`src/rtl/riscv_core_cache_read_arbiter.sv`:
```
// riscv_core_cache_read_arbiter: round-robin sharing of one AXI read channel between I-cache and D-cache refills
module riscv_core_cache_read_arbiter #(
  parameter int ADDR_WIDTH     = 32,
  parameter int AXI_DATA_WIDTH = 256,
  parameter int TIMEOUT_CYCLES = 1024
) (
  input  logic                      i_clk,
  input  logic                      i_rst_n,
  input  logic                      i_ic_read_req,
  input  logic [ADDR_WIDTH-1:0]     i_ic_read_addr,
  output logic                      o_ic_read_done,
  output logic                      o_ic_read_err,
  output logic [AXI_DATA_WIDTH-1:0] o_ic_block,
  input  logic                      i_dc_read_req,
  input  logic [ADDR_WIDTH-1:0]     i_dc_read_addr,
  output logic                      o_dc_read_done,
  output logic                      o_dc_read_err,
  output logic [AXI_DATA_WIDTH-1:0] o_dc_block,
  output logic                      o_mem_read_req,
  output logic [ADDR_WIDTH-1:0]     o_mem_read_address,
  input  logic                      i_mem_read_done,
  input  logic [AXI_DATA_WIDTH-1:0] i_block_from_axi,
  output logic                      o_bus_timeout
);
  localparam int OFF = $clog2(AXI_DATA_WIDTH / 8);
  localparam int WW  = $clog2(TIMEOUT_CYCLES + 1);
  localparam logic [WW-1:0] WD_MAX = WW'(TIMEOUT_CYCLES - 1);
  localparam logic [ADDR_WIDTH-1:0] ALIGN = {{(ADDR_WIDTH - OFF){1'b1}}, {OFF{1'b0}}};
  typedef enum logic [1:0] {IDLE, IC_BUSY, DC_BUSY, RELEASE} state_t;
  state_t state, state_nxt;
  logic last_ic, own_ic, aborted, busy, any_req, grant_ic, timeout;
  logic [ADDR_WIDTH-1:0] addr;
  logic [WW-1:0] wd;
  assign busy     = state == IC_BUSY || state == DC_BUSY;
  assign any_req  = i_ic_read_req || i_dc_read_req;
  // Tie goes to whoever did not own the previous refill
  assign grant_ic = i_ic_read_req && (!i_dc_read_req || !last_ic);
  assign timeout  = busy && !i_mem_read_done && wd == WD_MAX;
  assign o_mem_read_req     = busy;
  assign o_mem_read_address = busy ? (addr & ALIGN) : '0;
  assign o_ic_read_done     = state == RELEASE && own_ic;
  assign o_dc_read_done     = state == RELEASE && !own_ic;
  assign o_ic_read_err      = o_ic_read_done && aborted;
  assign o_dc_read_err      = o_dc_read_done && aborted;
  always_comb begin
    state_nxt = state;
    if (state == IDLE && any_req) state_nxt = grant_ic ? IC_BUSY : DC_BUSY;
    else if (busy && (i_mem_read_done || timeout)) state_nxt = RELEASE;
    else if (state == RELEASE) state_nxt = IDLE;
  end
  always_ff @(posedge i_clk or negedge i_rst_n) begin
    if (!i_rst_n) state <= IDLE;
    else state <= state_nxt;
  end
  always_ff @(posedge i_clk or negedge i_rst_n) begin
    if (!i_rst_n) begin
      last_ic       <= 1'b1;
      own_ic        <= 1'b0;
      aborted       <= 1'b0;
      addr          <= '0;
      wd            <= '0;
      o_ic_block    <= '0;
      o_dc_block    <= '0;
      o_bus_timeout <= 1'b0;
    end else begin
      if (state == IDLE && any_req) begin
        own_ic <= grant_ic;
        addr   <= grant_ic ? i_ic_read_addr : i_dc_read_addr;
        wd     <= '0;
      end
      if (busy) wd <= wd + 1'b1;
      if (busy && i_mem_read_done) begin
        aborted <= 1'b0;
        if (own_ic) o_ic_block <= i_block_from_axi;
        else o_dc_block <= i_block_from_axi;
      end
      if (timeout) begin
        aborted       <= 1'b1;
        o_bus_timeout <= 1'b1;
      end
      if (state == RELEASE) last_ic <= own_ic;
    end
  end
endmodule

```
`config.mk`:
```
export PLATFORM = sky130hd
export DESIGN_NAME = riscv_core_cache_read_arbiter
export DESIGN_NICKNAME = d
export VERILOG_FILES = /design/src/rtl/riscv_core_cache_read_arbiter.sv
export SDC_FILE = /design/constraint.sdc
export NUM_CORES = 1
export LEC_CHECK = 0
export BUFFER_PORTS_ARGS = -buffer_cell sky130_fd_sc_hd__buf_2
export CAP_MARGIN = 20
export CORE_AREA = 2 2 344 346
export DETAILED_ROUTE_END_ITERATION = 6
export DIE_AREA = 0 0 346 348
export GPL_TIMING_DRIVEN = 0
export PLACE_DENSITY = 0.44
export SLEW_MARGIN = 20
export SYNTH_ARGS = -nofsm -noshare
export SYNTH_HDL_FRONTEND = slang
export SYNTH_SLANG_ARGS = --single-unit
```
`constraint.sdc`:
```
create_clock -name i_clk -period 6.22 [get_ports i_clk]
set_clock_uncertainty 0.1 [all_clocks]
set_input_delay 0.622 -clock i_clk [delete_from_list [all_inputs] [get_ports i_clk]]
set_output_delay 0.622 -clock i_clk [all_outputs]
set_load 0.03 [all_outputs]
```
Word level (Yosys, flattened, before mapping) --
Cells that the tools add are included.
Operators by class: bitwise gates (word level) 1, equality and inequality tests 4, add/subtract/negate cells 1, reductions and logical operators 24, mux-type cells 10
Operator list (count):
- $mux 32 | 2
- $mux 11 | 2
- $add 11x1->11 const B | 1
- $eq 11x10->1 const B | 1
- $logic_and 1x1->1 | 10
- $mux 2 | 4
- $eq 2x2->1 const B | 2
- $logic_not 1->1 | 4
- $logic_or 1x1->1 | 4
- $reduce_and 2->1 | 2
- $reduce_bool 2->1 | 2
- $reduce_bool 3->1 | 1
- $eq 2x1->1 const B | 1
- $logic_not 2->1 | 1
- $mux 1 | 2
- $not 1->1 | 1
Storage, ports and cells: output and inout port bits 550, logic and storage cells 49, register bits 561

Longest topological paths before layout --
Gate-level depths: netlist of the first run.
word-level depth 8, mapped depth 8, depth with buffers taken out 5

Worst setup path after synthesis of the first run --
OpenSTA, ideal clock, no wires.
kind reg2out, start register state[0], end output o_mem_read_address[10], cell stages (with the launch flop) 6, data required time 5.498 ns, setup slack 3.889 ns, arrival time 1.609 ns, cells stage by stage dfrtp_1 > inv_1 > ha_1 > buf_4 > clkbuf_1 > and2_1
On the way: longest elaborated chain between the ends 3
RTL lines:
- start, declared | line 30 | state_t state, state_nxt;
- start signal, assigned | line 53 | else state <= state_nxt;
- $eq 2x1->1 or $eq 2x2->1 (tied branches) | line 34 | assign busy = state == IC_BUSY || state == DC_BUSY;
- $logic_or 1x1->1 * | line 34
- net o_mem_read_req | line 19 | output logic o_mem_read_req,
- $mux 32 * | line 40 | assign o_mem_read_address = busy ? (addr & ALIGN) : '0;
- end, declared | line 20 | output logic [ADDR_WIDTH-1:0] o_mem_read_address,
Mark *: on every way through the listed nets, which the timed path passes. The rest lies on a longest branch.

Final worst setup path of the first run --
start register state[0], end output o_mem_read_address[7]
On the way: longest elaborated chain between the ends 3
RTL lines (line):
- $eq 2x1->1 or $eq 2x2->1 (tied branches) | 34
- $logic_or 1x1->1 * | 34
- $mux 32 * | 40
Every way passes the cells marked *; elsewhere a longest branch is shown, timed or not.

==> impl_metrics.json, run 1 <==
{
  "finalCritPeriodShare_pct": 55.7,
  "cts_buffers": 71,
  "cp_max_fo": 10,
  "required_ps": 5500,
  "pin_count": 875,
  "hp-class": "primary input to flop",
  "drc": 0,
  "synth_simple_gate_area_share_pct": 2.52,
  "hpwl_um": 60100,
  "grt_max_degree": 98,
  "dp.cells": 3709,
  "grt_pass1_wl_um": 113000,
  "die_h_um": 348,
  "critPathKind": "flop to primary output",
  "postSynthCellCount": 1304,
  "vias_per_cell": 3.88,
  "yosys.area.top_type_share_pct": 61.8,
  "worst_slew_pin_slew_ps": 889,
  "cp-start-kind": "flop",
  "dieArea_um2": 120000,
  "synth_top_family_by_area": "multiplexers",
  "first_global_vias": 16286,
  "synth_xor_xnor_area_share_pct": 0,
  "outcome": "completed",
  "drv_cap": 0,
  "fin_util_pct": 26.7,
  "setup_violations": 0,
  "hold_violations": 0,
  "wl_um": 77900,
  "max_freq_mhz": 289,
  "holdPathStages": 2,
  "layout-area-overhead-vs-synth_pct": 39.2,
  "vias": 14918,
  "peakVddDrop_v": 0.000295,
  "post_synth.cell_area_avg_um2": 17.2,
  "crit_arrival_ps": 2740,
  "ys_types": 43,
  "netlist_top_cells_count": "555 x dfrtp_1, 272 x mux2_2, 240 x mux2_4",
  "dr.pass1.iters": 4,
  "ff2ff_setup_slack_ps": 3300,
  "slew_headroom_pct": 40.3,
  "track_usage_pct": 12.5,
  "clkTransAtPathRegs_ps": 60,
  "multi_input_area_um2": 7780,
  "worst_setup_path_end_kind": "primary output",
  "yosysSeqAreaShare_pct": 61.9,
  "powerDensity_nw_per_um2": 698,
  "yosys.area.top_type": "dfrtp_1",
  "place_area_um2": 28900,
  "tns_ps": 0,
  "synthesis.area_um2": 22500,
  "numPortBuffers": 859,
  "clk-insertion-delay-late_ps": 620,
  "cts_root_buffer": "clkbuf_16",
  "ys_top_cells_by_area": "dfrtp_1 62%, mux2_4 16%, mux2_2 14%",
  "r2r_start": "state[0]$_DFFE_PN0P_",
  "synth_fa_ha_area_share_pct": 0.167,
  "initialDrtViolationCount": 578,
  "p_leak_uw": 0.0156,
  "antenna_found_initial": 17,
  "start_util_pct": 19.2,
  "synth_ff_type": "dfrtp_1",
  "synthArstFlopShare_pct": 100,
  "synthMuxAreaShare_pct": 29.9,
  "std_cell_rows": 126,
  "grt_setup_unrepaired": "false",
  "postRouteAntennaNets": 0,
  "synth-edff-count": 0,
  "cts_resized": 0,
  "clk_path_buf_depth": 3,
  "grt_overflow_total": 0,
  "gp_congestion": 0.837,
  "drive_above_1_share_pct": 68.0,
  "post_cts_buffers": 0,
  "clock-sinks": 556,
  "regArea_um2": 13900,
  "fin_cells": 3844,
  "r2r-end": "o_ic_block[73]$_DFFE_PN0P_",
  "ys_warn_count": 0,
  "final_area_um2": 31300,
  "fin_nets": 2575,
  "slew_violations": 0,
  "fillers": 12144,
  "yosysMostFrequentCell": "dfrtp_1",
  "fin_crit_ps": 3470,
  "cts_tree": "built",
  "die_x_um": 346,
  "hold_end": "addr[7]$_DFFE_PN0P_",
  "r2r.worst_path.cells": 7,
  "core-area_um2": 117000,
  "ys_seq_elements": 556,
  "synth-compound-area-share_pct": 1.94,
  "min_from": "i_ic_read_addr[7]",
  "h-tree-depth": 3,
  "wire_per_inst_um": 20.3
}
## routing by layer
| layer | vias up | global-route usage [%] | wire length [um] |
|---|---|---|---|
| met4 | 2 | 5.90 | 3220 |
| li1 | 6525 | - | - |
| met1 | 7598 | 13.6 | 28800 |
| met5 | - | 0 | 7 |
| met3 | 160 | 4.07 | 5870 |
| met2 | 633 | 22.1 | 39900 |
## worst max-delay path by stage
| stage | startpoint | to | slack, ps | depth (start not counted) |
|---|---|---|---|---|
| finish | state[0]$_DFFE_PN0P_ | o_mem_read_address[7] | 2750 | 6 |
| global route | state[0]$_DFFE_PN0P_ | o_mem_read_address[7] | 2590 | 6 |
| floorplan | state[0]$_DFFE_PN0P_ | o_mem_read_address[10] | 3890 | 5 |
| global placement | i_rst_n | o_dc_block[12]$_DFFE_PN0P_ | -7190 | 1 |
| detailed placement | state[0]$_DFFE_PN0P_ | o_ic_block[74]$_DFFE_PN0P_ | 3170 | 7 |
| CTS | state[0]$_DFFE_PN0P_ | o_mem_read_address[7] | 2590 | 6 |
## critical path: stages (launching register included)
cell	delay, ps
dfrtp_1	370
inv_1	50
ha_1	340
buf_4	200
clkbuf_1	500
and2_1	390
buf_2	270
## registers in the layout (all words and copies together), names as in the netlist
signal,flops
o_dc_block,256
aborted,1
o_ic_block,256
last_ic,1
addr,27
state,2
own_ic,1
o_bus_timeout,1
wd,11
## timing repair
item	in CTS	in global routing
endpoints found under the setup margin	0	0
hold endpoints to repair	51	0
hold buffers	1	0
## per-stage QoR
step	setup slack (ps)	hold WS [ps]	total power [uW]
2_1_floorplan	3890	226	14200
3_3_place_gp	-7190	355	17700
3_5_place_dp	3170	347	17900
4_1_cts	2590	58.5	22200
5_1_grt	2590	74.4	22900
6_report	2750	135	21800
## cells by family after synthesis
logic type / count (synthesis)
flops: 556
mux: 518
simple gates: 95
buf+inv: 82
compound gates: 49
fa+ha+maj: 3
other cells: 1
## placed cells by master, fill, tap and decap left out, drive strengths merged, types with 3 or more instances in the layout
cell type  instances
clkbuf           112
dfrtp            555
nand3              8
clkinv            15
inv                8
buf              932
and3               3
nand2b             5
and2              56
mux2i              6
a221o             27
o21ai              7
bufinv             3
a41oi              3
nand2             13
nand4              3
conb               5
diode             10
ha                 3
a31oi              3
mux2             512
## cell type report
class	instances	share of cell area, %
Tap cell	1536	6.15
Clock inverter	21	0.840
Inverter	6	0.0720
Sequential cell	556	44.5
Antenna cell	10	0.0800
Buffer	76	2.41
Multi-Input combinational cell	670	24.9
Timing Repair Buffer	866	14.3
Clock buffer	103	6.71
## where the power goes
| part | switching, uW | total, uW | internal (uW) | leakage [uW] |
|---|---|---|---|---|
| sequential | 1020 | 6520 | 5500 | 0.00661 |
| clock | 1650 | 4130 | 2480 | 0.00117 |
| combinational | 6790 | 11200 | 4390 | 0.00780 |
Note: power is estimated with default switching activity, not from simulation.
==> inputs of run 2 (changes only) <==
--- a/config.mk
+++ b/config.mk
@@ -7,11 +7,11 @@
 export LEC_CHECK = 0
 export BUFFER_PORTS_ARGS = -buffer_cell sky130_fd_sc_hd__buf_2
 export CAP_MARGIN = 20
-export CORE_AREA = 2 2 344 346
+export CORE_AREA = 2 2 337 339
 export DETAILED_ROUTE_END_ITERATION = 6
-export DIE_AREA = 0 0 346 348
+export DIE_AREA = 0 0 339 341
 export GPL_TIMING_DRIVEN = 0
-export PLACE_DENSITY = 0.44
+export PLACE_DENSITY = 0.45
 export SLEW_MARGIN = 20
 export SYNTH_ARGS = -nofsm -noshare
 export SYNTH_HDL_FRONTEND = slang
==> constraint.sdc (replaced) <==
create_clock -name i_clk -period 3.6 [get_ports i_clk]
set_clock_uncertainty 0.1 [all_clocks]
set_input_delay 0.36 -clock i_clk [delete_from_list [all_inputs] [get_ports i_clk]]
set_output_delay 0.36 -clock i_clk [all_outputs]
set_load 0.03 [all_outputs]
==> impl_metrics.json, run 2 (synthesized netlist as in run 1, its figures left out) <==
{
  "cp-start-kind": "flop",
  "min_from": "i_dc_read_req",
  "peakVddDrop_v": 0.000531,
  "gp_congestion": 0.847,
  "die_h_um": 341,
  "die_x_um": 339,
  "total_power_uw": 38300,
  "clk-insertion-delay-late_ps": 620,
  "first_global_vias": 18069,
  "outcome": "completed",
  "h-tree-depth": 3,
  "vias": 16049,
  "p_sw_uw": 16500,
  "hpwl_um": 61000,
  "wl_um": 80100,
  "critPathKind": "flop to primary output",
  "fin_cells": 4111,
  "grt_overflow_total": 0,
  "holdPathStages": 4,
  "cts_buffers": 70,
  "clk_path_buf_depth": 3,
  "track_usage_pct": 13.5,
  "fin_crit_ps": 2930,
  "slew_headroom_pct": 54.8,
  "mostFrequentLayoutCell": "buf_2",
  "postRouteAntennaNets": 0,
  "worst_slew_pin_slew_ps": 678,
  "pin_count": 875,
  "clock-sinks": 556,
  "cts_tree": "built",
  "grt_setup_unrepaired": "false",
  "cp_max_fo": 10,
  "power_switching_share_pct": 43.0,
  "dieArea_um2": 116000,
  "grt_max_degree": 95,
  "seqPwrFrac_pct": 29.2,
  "drv_cap": 0,
  "crit_arrival_ps": 2470,
  "layout_common_cells": "890 x buf_2, 555 x dfrtp_1, 312 x dlygate4sd3_1",
  "required_ps": 3140,
  "clkPwrFrac_pct": 18.7,
  "dr.pass1.iters": 4,
  "cts_root_buffer": "clkbuf_16",
  "hp-class": "primary input to flop",
  "worst_setup_path_end_kind": "primary output",
  "initialDrtViolationCount": 409,
  "slew_violations": 0,
  "r2r-end": "o_ic_block[72]$_DFFE_PN0P_",
  "pwr-share-comb_pct": 52.1,
  "powerDensity_nw_per_um2": 1120,
  "setup_violations": 0,
  "wire_per_inst_um": 19.5,
  "drc": 0,
  "fin_util_pct": 30.7,
  "crit_start": "state[0]$_DFFE_PN0P_",
  "start_util_pct": 20.1,
  "dp.cells": 3674,
  "ff2ff_setup_slack_ps": 790,
  "p_leak_uw": 0.0169,
  "drive_above_1_share_pct": 60.0,
  "layout-area-overhead-vs-synth_pct": 52.8,
  "hold_violations": 0,
  "max_freq_mhz": 341,
  "grt_pass1_wl_um": 119000,
  "vias_per_cell": 3.90,
  "std_cell_rows": 123,
  "fin_nets": 2886,
  "r2r.worst_path.cells": 7,
  "hold_end": "state[0]$_DFFE_PN0P_",
  "p_int_uw": 21800,
  "r2r_start": "state[0]$_DFFE_PN0P_",
  "top_regs": "o_dc_block: 256 flops, o_ic_block: 256 flops, addr: 27 flops",
  "clkTransAtPathRegs_ps": 60,
  "antenna_found_initial": 4,
  "core-area_um2": 112000,
  "numPortBuffers": 859,
  "finalCritPeriodShare_pct": 81.5
}
run 2: cell types whose count changed in the layout (fill, tap and decap cells not counted), sizes merged, moves of 2 or more:
cell	change
diode	-9
dlygate4sd3	+311
clkbuf	-5
bufinv	+2
clkinv	+3
run 2: per-stage QoR:
step / worst slack [ps] / instance area, um2 / TNS (ps) / hold WS [ps]
after global placement: -9570 / 28700 / -5238360 / 354
after global routing: 486 / 34300 / 0 / 39.2
after CTS: 487 / 34300 / 0 / 4.46
after floorplan: 1440 / 22500 / 0 / -35.6
final: 667 / 34300 / 0 / 88.9
after detailed placement: 676 / 28900 / 0 / 236
run 2: area by class of cell:
type / count / area, um2
tap: 1500 / 1880
clock buffer: 98 / 2040
antenna: 1 / 2.50
inverter: 6 / 22.5
clock inverter: 26 / 309
multi-input combinational: 670 / 7780
fill: 11277 / 77600
timing repair buffer: 1178 / 7620
sequential: 556 / 13900
buffer: 76 / 754
run 2: repair_timing:
item | 4_1_cts | 5_1_grt
buffers inserted | 0 | 0
hold buffers | 312 | 0
hold endpoints to repair | 651 | 0
resized for setup | 0 | 0
run 2: power by group through the flow:
stage                     Clock, uW  Combinational [uW]  Sequential [uW]
after detailed placement          0               19700            11200
final                          7160               20000            11200
after global routing           7690               20900            11600
after global placement            0               19600            11100
after floorplan                   0                7540            17000
after CTS                      7440               20300            11200
run 2: worst max-delay path, cell delays in order (launching register included):
cell and delay (ps):
dfrtp_1 370, inv_1 50, ha_1 330, buf_4 190
clkbuf_1 410, and2_1 260, buf_2 230
run 2: worst max-delay path by stage:
stage	to	slack [ps]	cells past startpoint
finish	o_mem_read_address[30]	670	6
global route	o_mem_read_address[30]	490	6
CTS	o_mem_read_address[30]	490	6
detailed placement	o_ic_block[73]$_DFFE_PN0P_	680	7
global placement	addr[31]$_DFFE_PN0P_	-9570	1
floorplan	o_dc_block[100]$_DFFE_PN0P_	1440	8
run 2: per-layer routing:
metal | global-route usage, % | part of all wire, % | vias to the layer above
met2 | 23.3 | 50 | 655
met1 | 16.1 | 40 | 8136
met5 | 0 | 0 | -
met4 | 4.79 | 3.1 | 0
met3 | 3.69 | 6.8 | 121
li1 | - | - | 7137
